### src/rtl/alarm_pkg.sv
// Shared types and constants for the alarm controller slice.
//   alarm_state_t : supervisory FSM state (DISARMED, ARMED, SIREN, LATCHED)
//   DIGIT_W       : keypad digit width
//   CODE_DIGITS   : digits per disarm code
package alarm_pkg;

  localparam int unsigned DIGIT_W     = 4;
  localparam int unsigned CODE_DIGITS = 3;

  typedef enum logic [1:0] {
    DISARMED = 2'd0,
    ARMED    = 2'd1,
    SIREN    = 2'd2,
    LATCHED  = 2'd3
  } alarm_state_t;

endpackage

### src/rtl/code_checker.sv
// Keypad disarm-code checker with wrong-entry lockout.
//   clk, reset  : clock, asynchronous active-low reset
//   key         : keypad digit, qualified by key_valid
//   key_valid   : one-cycle digit strobe
//   code_ok     : pulse, the digit just accepted completed a correct code
//   lock_start  : pulse, the digit just accepted completed the final wrong try
//   lockout     : high while keypad input is ignored
module code_checker
  import alarm_pkg::*;
#(
  parameter logic [DIGIT_W*CODE_DIGITS-1:0] DISARM_CODE    = 12'h357,
  parameter int unsigned                    MAX_TRIES      = 3,
  parameter int unsigned                    LOCKOUT_CYCLES = 32
) (
  input  logic               clk,
  input  logic               reset,
  input  logic [DIGIT_W-1:0] key,
  input  logic               key_valid,
  output logic               code_ok,
  output logic               lock_start,
  output logic               lockout
);

  localparam int unsigned IDX_W  = $clog2(CODE_DIGITS);
  localparam int unsigned TRY_W  = $clog2(MAX_TRIES) + 1;
  localparam int unsigned LOCK_W = $clog2(LOCKOUT_CYCLES + 1);

  logic [IDX_W-1:0]   idx_q;
  logic               mismatch_q;
  logic [TRY_W-1:0]   tries_q;
  logic [LOCK_W-1:0]  lock_cnt_q;
  logic [DIGIT_W-1:0] expected;
  logic               accept;
  logic               last_digit;
  logic               digit_bad;
  logic               entry_bad;

  // First digit entered lives in the most significant nibble of the code.
  always_comb begin
    expected = '0;
    for (int unsigned i = 0; i < CODE_DIGITS; i++) begin
      if (idx_q == IDX_W'(i)) expected = DISARM_CODE[(CODE_DIGITS-1-i)*DIGIT_W +: DIGIT_W];
    end
  end

  assign lockout    = (lock_cnt_q != '0);
  assign accept     = key_valid && !lockout;
  assign last_digit = (idx_q == IDX_W'(CODE_DIGITS - 1));
  assign digit_bad  = (key != expected);
  assign entry_bad  = mismatch_q || digit_bad;
  assign code_ok    = accept && last_digit && !entry_bad;
  assign lock_start = accept && last_digit && entry_bad && (tries_q == TRY_W'(MAX_TRIES - 1));

  always_ff @(posedge clk or negedge reset) begin
    if (!reset) begin
      idx_q      <= '0;
      mismatch_q <= 1'b0;
      tries_q    <= '0;
      lock_cnt_q <= '0;
    end else begin
      if (accept) begin
        if (last_digit) begin
          idx_q      <= '0;
          mismatch_q <= 1'b0;
          if (code_ok || lock_start) tries_q <= '0;
          else                       tries_q <= tries_q + 1'b1;
        end else begin
          idx_q      <= idx_q + 1'b1;
          mismatch_q <= entry_bad;
        end
      end
      // Loaded with the full length so lockout is high for exactly LOCKOUT_CYCLES cycles.
      if (lock_start)   lock_cnt_q <= LOCK_W'(LOCKOUT_CYCLES);
      else if (lockout) lock_cnt_q <= lock_cnt_q - 1'b1;
    end
  end

endmodule

### src/rtl/alarm_controller.sv
// Supervisory alarm controller: arm/disarm FSM, siren timer, event counter.
//   clk, reset  : clock, asynchronous active-low reset
//   alarm_bit   : detector output, sampled each rising edge
//   arm         : arm request, honoured only while disarmed and not locked out
//   key         : keypad digit, qualified by key_valid
//   key_valid   : one-cycle digit strobe
//   siren       : siren drive
//   armed       : system is not disarmed
//   latched     : an alarm occurred and the siren has timed out
//   lockout     : keypad locked after repeated wrong codes
//   event_count : saturating count of alarm triggers
module alarm_controller
  import alarm_pkg::*;
#(
  parameter int unsigned                    SIREN_CYCLES   = 16,
  parameter logic [DIGIT_W*CODE_DIGITS-1:0] DISARM_CODE    = 12'h357,
  parameter int unsigned                    MAX_TRIES      = 3,
  parameter int unsigned                    LOCKOUT_CYCLES = 32,
  parameter int unsigned                    CNT_W          = 8
) (
  input  logic               clk,
  input  logic               reset,
  input  logic               alarm_bit,
  input  logic               arm,
  input  logic [DIGIT_W-1:0] key,
  input  logic               key_valid,
  output logic               siren,
  output logic               armed,
  output logic               latched,
  output logic               lockout,
  output logic [CNT_W-1:0]   event_count
);

  localparam int unsigned SC_W = $clog2(SIREN_CYCLES);

  alarm_state_t    state_q, state_d;
  logic [SC_W-1:0] siren_cnt_q, siren_cnt_d;
  logic            count_en;
  logic            code_ok;
  logic            lock_start;

  code_checker #(
    .DISARM_CODE    (DISARM_CODE),
    .MAX_TRIES      (MAX_TRIES),
    .LOCKOUT_CYCLES (LOCKOUT_CYCLES)
  ) u_code_checker (
    .clk        (clk),
    .reset      (reset),
    .key        (key),
    .key_valid  (key_valid),
    .code_ok    (code_ok),
    .lock_start (lock_start),
    .lockout    (lockout)
  );

  // Priority: correct code, then alarm trigger (or lockout in ARMED), then arm.
  always_comb begin
    state_d     = state_q;
    siren_cnt_d = siren_cnt_q;
    count_en    = 1'b0;
    case (state_q)
      DISARMED: begin
        if (!code_ok && arm && !lockout) state_d = ARMED;
      end
      ARMED: begin
        if (code_ok) begin
          state_d     = DISARMED;
          siren_cnt_d = '0;
        end else if (alarm_bit || lock_start) begin
          state_d     = SIREN;
          siren_cnt_d = SC_W'(SIREN_CYCLES - 1);
          count_en    = 1'b1;
        end
      end
      SIREN: begin
        if (code_ok) begin
          state_d     = DISARMED;
          siren_cnt_d = '0;
        end else if (alarm_bit) begin
          siren_cnt_d = SC_W'(SIREN_CYCLES - 1);
          count_en    = 1'b1;
        end else if (siren_cnt_q == '0) begin
          state_d = LATCHED;
        end else begin
          siren_cnt_d = siren_cnt_q - 1'b1;
        end
      end
      LATCHED: begin
        if (code_ok) begin
          state_d     = DISARMED;
          siren_cnt_d = '0;
        end else if (alarm_bit) begin
          state_d     = SIREN;
          siren_cnt_d = SC_W'(SIREN_CYCLES - 1);
          count_en    = 1'b1;
        end
      end
      default: begin
        state_d     = DISARMED;
        siren_cnt_d = '0;
      end
    endcase
  end

  always_ff @(posedge clk or negedge reset) begin
    if (!reset) begin
      state_q     <= DISARMED;
      siren_cnt_q <= '0;
      event_count <= '0;
    end else begin
      state_q     <= state_d;
      siren_cnt_q <= siren_cnt_d;
      if (count_en && (event_count != '1)) event_count <= event_count + 1'b1;
    end
  end

  assign siren   = (state_q == SIREN);
  assign armed   = (state_q != DISARMED);
  assign latched = (state_q == LATCHED);

endmodule

### config.mk
export PLATFORM = sky130hd
export DESIGN_NAME = alarm_controller
export DESIGN_NICKNAME = d
export VERILOG_FILES = /design/src/rtl/alarm_pkg.sv /design/src/rtl/code_checker.sv /design/src/rtl/alarm_controller.sv
export SDC_FILE = /design/constraint.sdc
export NUM_CORES = 1
export LEC_CHECK = 0
export ABC_AREA = 1
export ABC_CLOCK_PERIOD_IN_PS = 2300
export CORE_ASPECT_RATIO = 0.8
export CORE_MARGIN = 4
export CORE_UTILIZATION = 35
export CTS_BUF_LIST = sky130_fd_sc_hd__clkbuf_4
export CTS_CLUSTER_DIAMETER = 150
export CTS_CLUSTER_SIZE = 16
export DETAILED_ROUTE_END_ITERATION = 16
export SLEW_MARGIN = 20
export SYNTH_ARGS = -nofsm -noshare
export SYNTH_HDL_FRONTEND = slang
export SYNTH_SLANG_ARGS = --single-unit
### constraint.sdc
create_clock -name clk -period 2.3 [get_ports clk]
set_input_delay 0.345 -clock clk [delete_from_list [all_inputs] [get_ports clk]]
set_output_delay 0.345 -clock clk [all_outputs]
set_load 0.02 [all_outputs]
### After elaboration in Yosys (flattened, before gate mapping)

Index checks and enable logic that the tools add are counted.

* input bits: 9
* output and inout port bits: 12
* logic and storage cells: 81
* flip-flop bits (word level): 26

* mux-type cells: 30
* equality and inequality tests: 14
* add/subtract/negate cells: 5
* reductions and logical operators: 25

Operator list (number)
* 4-bit two-way mux: 9
* 2-bit two-way mux: 10
* 6-bit two-way mux: 2
* 4-bit one-hot mux with 3 select lines: 1
* 8-bit by 1-bit adder with 8-bit output, second input constant: 1
* 1-bit logical AND: 8
* 8-bit inequality test, second input constant: 1
* 2-bit one-hot mux with 4 select lines: 1
* 2-bit == test, second input constant: 3
* 3-bit by 2-bit inequality test with 1-bit output, second input constant: 2
* 6-bit nonzero test: 1
* 6-bit by 1-bit subtractor with 6-bit output, second input constant: 1
* 1-bit two-way mux: 5
* 5-bit AND reduction: 1
* 2-bit by 1-bit == test with 1-bit output, second input constant: 2
* 2-bit zero test: 2
* 4-bit zero test: 1
* 4-bit inequality test: 1
* 4-bit inequality test, second input constant: 1
* 4-bit AND reduction: 1
* 2-bit nonzero test: 2
* 4-bit by 1-bit subtractor with 4-bit output, second input constant: 1
* 3-bit by 1-bit adder with 3-bit output, second input constant: 1
* 3-bit by 2-bit == test with 1-bit output, second input constant: 1
* other kinds (11): 15

### Logic depth before layout (Yosys ltp)

* depth in word-level cells: 13
* mapped depth: 13
* depth with buffers taken out: 13

### Hierarchy

A second synthesis with hierarchy kept.

* cell total of the unflattened synthesis: 228
* area, all modules: 1706.6 µm²

Modules (own cells, without submodules)
* alarm_controller: cells an instance 129, seq. area each 350.3 µm², times used 1, area each 912.1 µm²
* code_checker: cells an instance 99, seq. area each 300.3 µm², times used 1, area each 794.5 µm²

### Worst setup path before layout

OpenSTA, ideal clock, no wires.

* path kind: register to register
* start point: register u_code_checker.idx_q[0]
* end point: register siren_cnt_q[0]
* arrival time: 1.522 ns
* required time: 2.183 ns
* setup time: 0.117 ns
* path slack: 0.661 ns
* stages on the path, launching flop included: 13
* path buffers: 0
* cell sequence: dfrtp_1 > inv_1 > ha_1 > o21bai_1 > nand3_1 > nor2_4 > nand2_4 > nand2_2 > nand2_2 > nand2_4 > nand2_4 > nand2_1 > nand2_1

* word-level cells in the longest chain between the ends: 11
* elaborated cells on any way between the ends: 22
* those cells by class: eq/ne: 6; mux: 7; reduce/logical: 9

RTL lines
* start, declared: RTL line code_checker.sv:28 `logic [IDX_W-1:0] idx_q;`
* start signal, assigned: RTL line code_checker.sv:68 `idx_q <= idx_q + 1'b1;`
* 2-bit zero test: RTL line code_checker.sv:42 `if (idx_q == IDX_W'(i)) expected = DISARM_CODE[(CODE_DIGITS-1-i)*DIGIT_W +: DIGIT_W];`
* 2-bit two-way mux: RTL line code_checker.sv:42
* 4-bit two-way mux (2 in a row): RTL line code_checker.sv:42
* 4-bit inequality test: RTL line code_checker.sv:49 `assign digit_bad = (key != expected);`
* 1-bit logical OR: RTL line code_checker.sv:50 `assign entry_bad = mismatch_q || digit_bad;`
* 1-bit logical AND (2 in a row): RTL line code_checker.sv:52 `assign lock_start = accept && last_digit && entry_bad && (tries_q == TRY_W'(MAX_TRIES - 1));`
* 1-bit logical OR: RTL line alarm_controller.sv:69 `end else if (alarm_bit || lock_start) begin`
* 3-bit inequality test (no source line)
* 4-bit AND reduction (no source line)
* end signal, assigned: RTL line alarm_controller.sv:112 `siren_cnt_q <= siren_cnt_d;`
* end, declared: RTL line alarm_controller.sv:37 `logic [SC_W-1:0] siren_cnt_q, siren_cnt_d;`

Several ways; a longest one is shown, not always the timed one.
A chain may end at the register's enable or synchronous reset.

### Worst setup path in the final report

* start point: register state_q[1]
* end point: output port siren

* word-level cells in the longest chain between the ends: 1

RTL lines
* start, declared: RTL line alarm_controller.sv:36 `alarm_state_t state_q, state_d;`
* start signal, assigned: RTL line alarm_controller.sv:111 `state_q <= state_d;`
* 2-bit == test: RTL line alarm_controller.sv:117 `assign siren = (state_q == SIREN);`
* end, declared: RTL line alarm_controller.sv:27 `output logic siren,`

Every way passes these cells.

==> metrics <==
vias per cell 4.54; Synth Register Bits 26; Synth cell types 30; CTS tree done; setup TNS 0 ns; CTS sink cnt 26; Setup Fix Bufs, Post-CTS 0; commonest non-fill, non-tap cell in the layout nand2_1; initial antenna violation count 0; YS warnings 0; RSZ-0062 raised after global routing false; PostCTS Resize Cnt 1; Cell Area, Synth 1750 µm²; CP Data Arrival Time 1.81 ns; routed wire length 3300 µm; pwr dens 1160 nW/µm²; CP Data Required Time 1.96 ns; layout net count 253; relative slew slack 77.0%; Cell Count Post-Placement 289; worst clock skew 0.00529 ns; Synth Instances 208; Num CTS Buffers 3; Worst Tran Pin Value 0.345 ns; area of the multi-input gates 991 µm²; Clock Path Buffers 2; Area growth syn-to-layout 19.1%; largest net degree at the start of global routing 27; n_diodes 0; Setup crit start kind flip-flop; achievable frequency 0.464 GHz; Design Power 2.41 mW; port buffer count 20; drt drc 0; Crit Path Max Fanout 4; Die Ht 71.2 µm; CP Class flip-flop to primary output; Layout fillers 453; Seq/Total Area, Yosys 37.2%; Avg WL per Cell 11.3 µm; Max Cap Violations 0; initial DRC count 121; number of buffers inserted by hold repair at cts 0; Synth Flop Type dfrtp_1; Worst setup EP type primary output; die area 6190 µm²; vias in the first global route 1233; GRT Util Overall 11.5%; core area 4710 µm²; part of the cycle the worst path needs 93.6%; Pleak 1.05 nW; first-pass GRT wire length 5700 µm; Slew Limit Fails 0; leading area contributor after synthesis dfrtp_1; clock latency on the worst-skew pair 0.32 ns; num rows 22; outcome finished clean; layout cells sized above 1 17.6%; first-pass iteration count of the detailed router 4; CTS root buf clkbuf_4; post-layout min period 2.15 ns; non-filler cells, final 293; fraction of synthesis flops using an asynchronous set or reset pin 100%; Vias 1329; Final Hold Viols 0; RD Place Congestion 0.741; Final setup viols 0; Sequential cell area 651 µm²; top cells by area, synth dfrtp_1 37%, nand2_1 9.7%, ha_1 7.2%; Detail Placement HPWL 2560 µm; worst hold path class input port to async pin; R2R setup slack 0.48 ns; final core area utilization 44.2%; IO Count 21; Initial Util 37.1%; Mean Syn Cell Area 8.40 µm²; H-tree depth 1; Post-synth EDFFs 0; Overflow after GRT 0; Worst-path clk slew 0.15 ns; post-route ant nets 0; Peak VDD IR 700 µV; post-synth top area share 37.2%; Chip Width 87.0 µm; commonest cells after routing, fill and taps aside 45 x nand2_1, 26 x inv_1, 26 x dfrtp_1; syn_nets 227
## report_power, final
| part | internal (mW) | switching (mW) | total, mW |
|---|---|---|---|
| Clock | 0.176 | 0.141 | 0.317 |
| Sequential | 0.639 | 0.192 | 0.830 |
| Combinational | 0.513 | 0.748 | 1.26 |
## worst max-delay path, stage by stage, from the launching register on
cell and delay (ns):
dfrtp_1 0.42, inv_1 0.12, nor2_1 0.28, clkdlybuf4s50_1 0.67
## final timing paths
check / startpoint / end / cells after the start
max: state_q[1] / siren / 3
min: reset / u_code_checker.lock_cnt_q[2] / 2
max reg2reg: u_code_checker.idx_q[0] / event_count[2] / 12
min reg2reg: u_code_checker.tries_q[2] / u_code_checker.tries_q[2] / 1
max in group asynchronous: reset / u_code_checker.idx_q[0] / 2
min in group clk: u_code_checker.tries_q[2] / u_code_checker.tries_q[2] / 1
## metal layers
layer	up-vias	wire, µm	part of all wire, %	track usage (%)
met5	-	0	0	0
met4	0	17	0.51	2.08
met3	2	140	4.2	3.26
met2	23	1430	43	16.3
met1	589	1710	52	17.3
li1	715	-	-	-
## kinds of logic after synthesis
kind of cell,after synthesis,synth area share (%)
simple gates,114,37.8
buf+inv,28,6.02
flops,26,37.2
compound gates,20,6.81
xor+xnor,10,5.01
fa+ha+maj,10,7.16
## flip-flops by register name, summed over array words and instances (netlist names)
register	count
event_count	8
siren_cnt_q	4
state_q	2
u_code_checker.idx_q	2
u_code_checker.lock_cnt_q	6
u_code_checker.mismatch_q	1
u_code_checker.tries_q	3
## synth_stat cells (2+ instances only)
cell / n
nand2_2: 13
xor2_1: 7
a21oi_1: 7
nor2_1: 13
nor2_8: 2
nor2_4: 3
nand3b_1: 3
nand2_4: 6
xnor2_1: 3
o21ai_2: 3
dfrtp_1: 26
nor3_1: 2
o21ai_0: 6
inv_1: 26
nand3_1: 17
nand2_1: 45
ha_1: 10
inv_2: 2
nand4_1: 3
## metrics by stage
step           area (µm²)  hold WS [ns]  setup slack, ns
2_1_floorplan        1750        0.0494            0.661
3_3_place_gp         2030         0.442            0.402
3_5_place_dp         2030         0.448            0.360
4_1_cts              2080         0.359            0.128
5_1_grt              2080         0.386           0.0218
6_report             2080         0.365            0.147
## cell type report
type,count,share of cell area (%)
tap,60,3.61
multi-input combinational,154,47.6
timing repair buffer,21,9.92
sequential,26,31.3
clock inverter,1,1.44
inverter,28,5.05
clock buffer,3,1.08
Power figures use the tool's default switching activity.
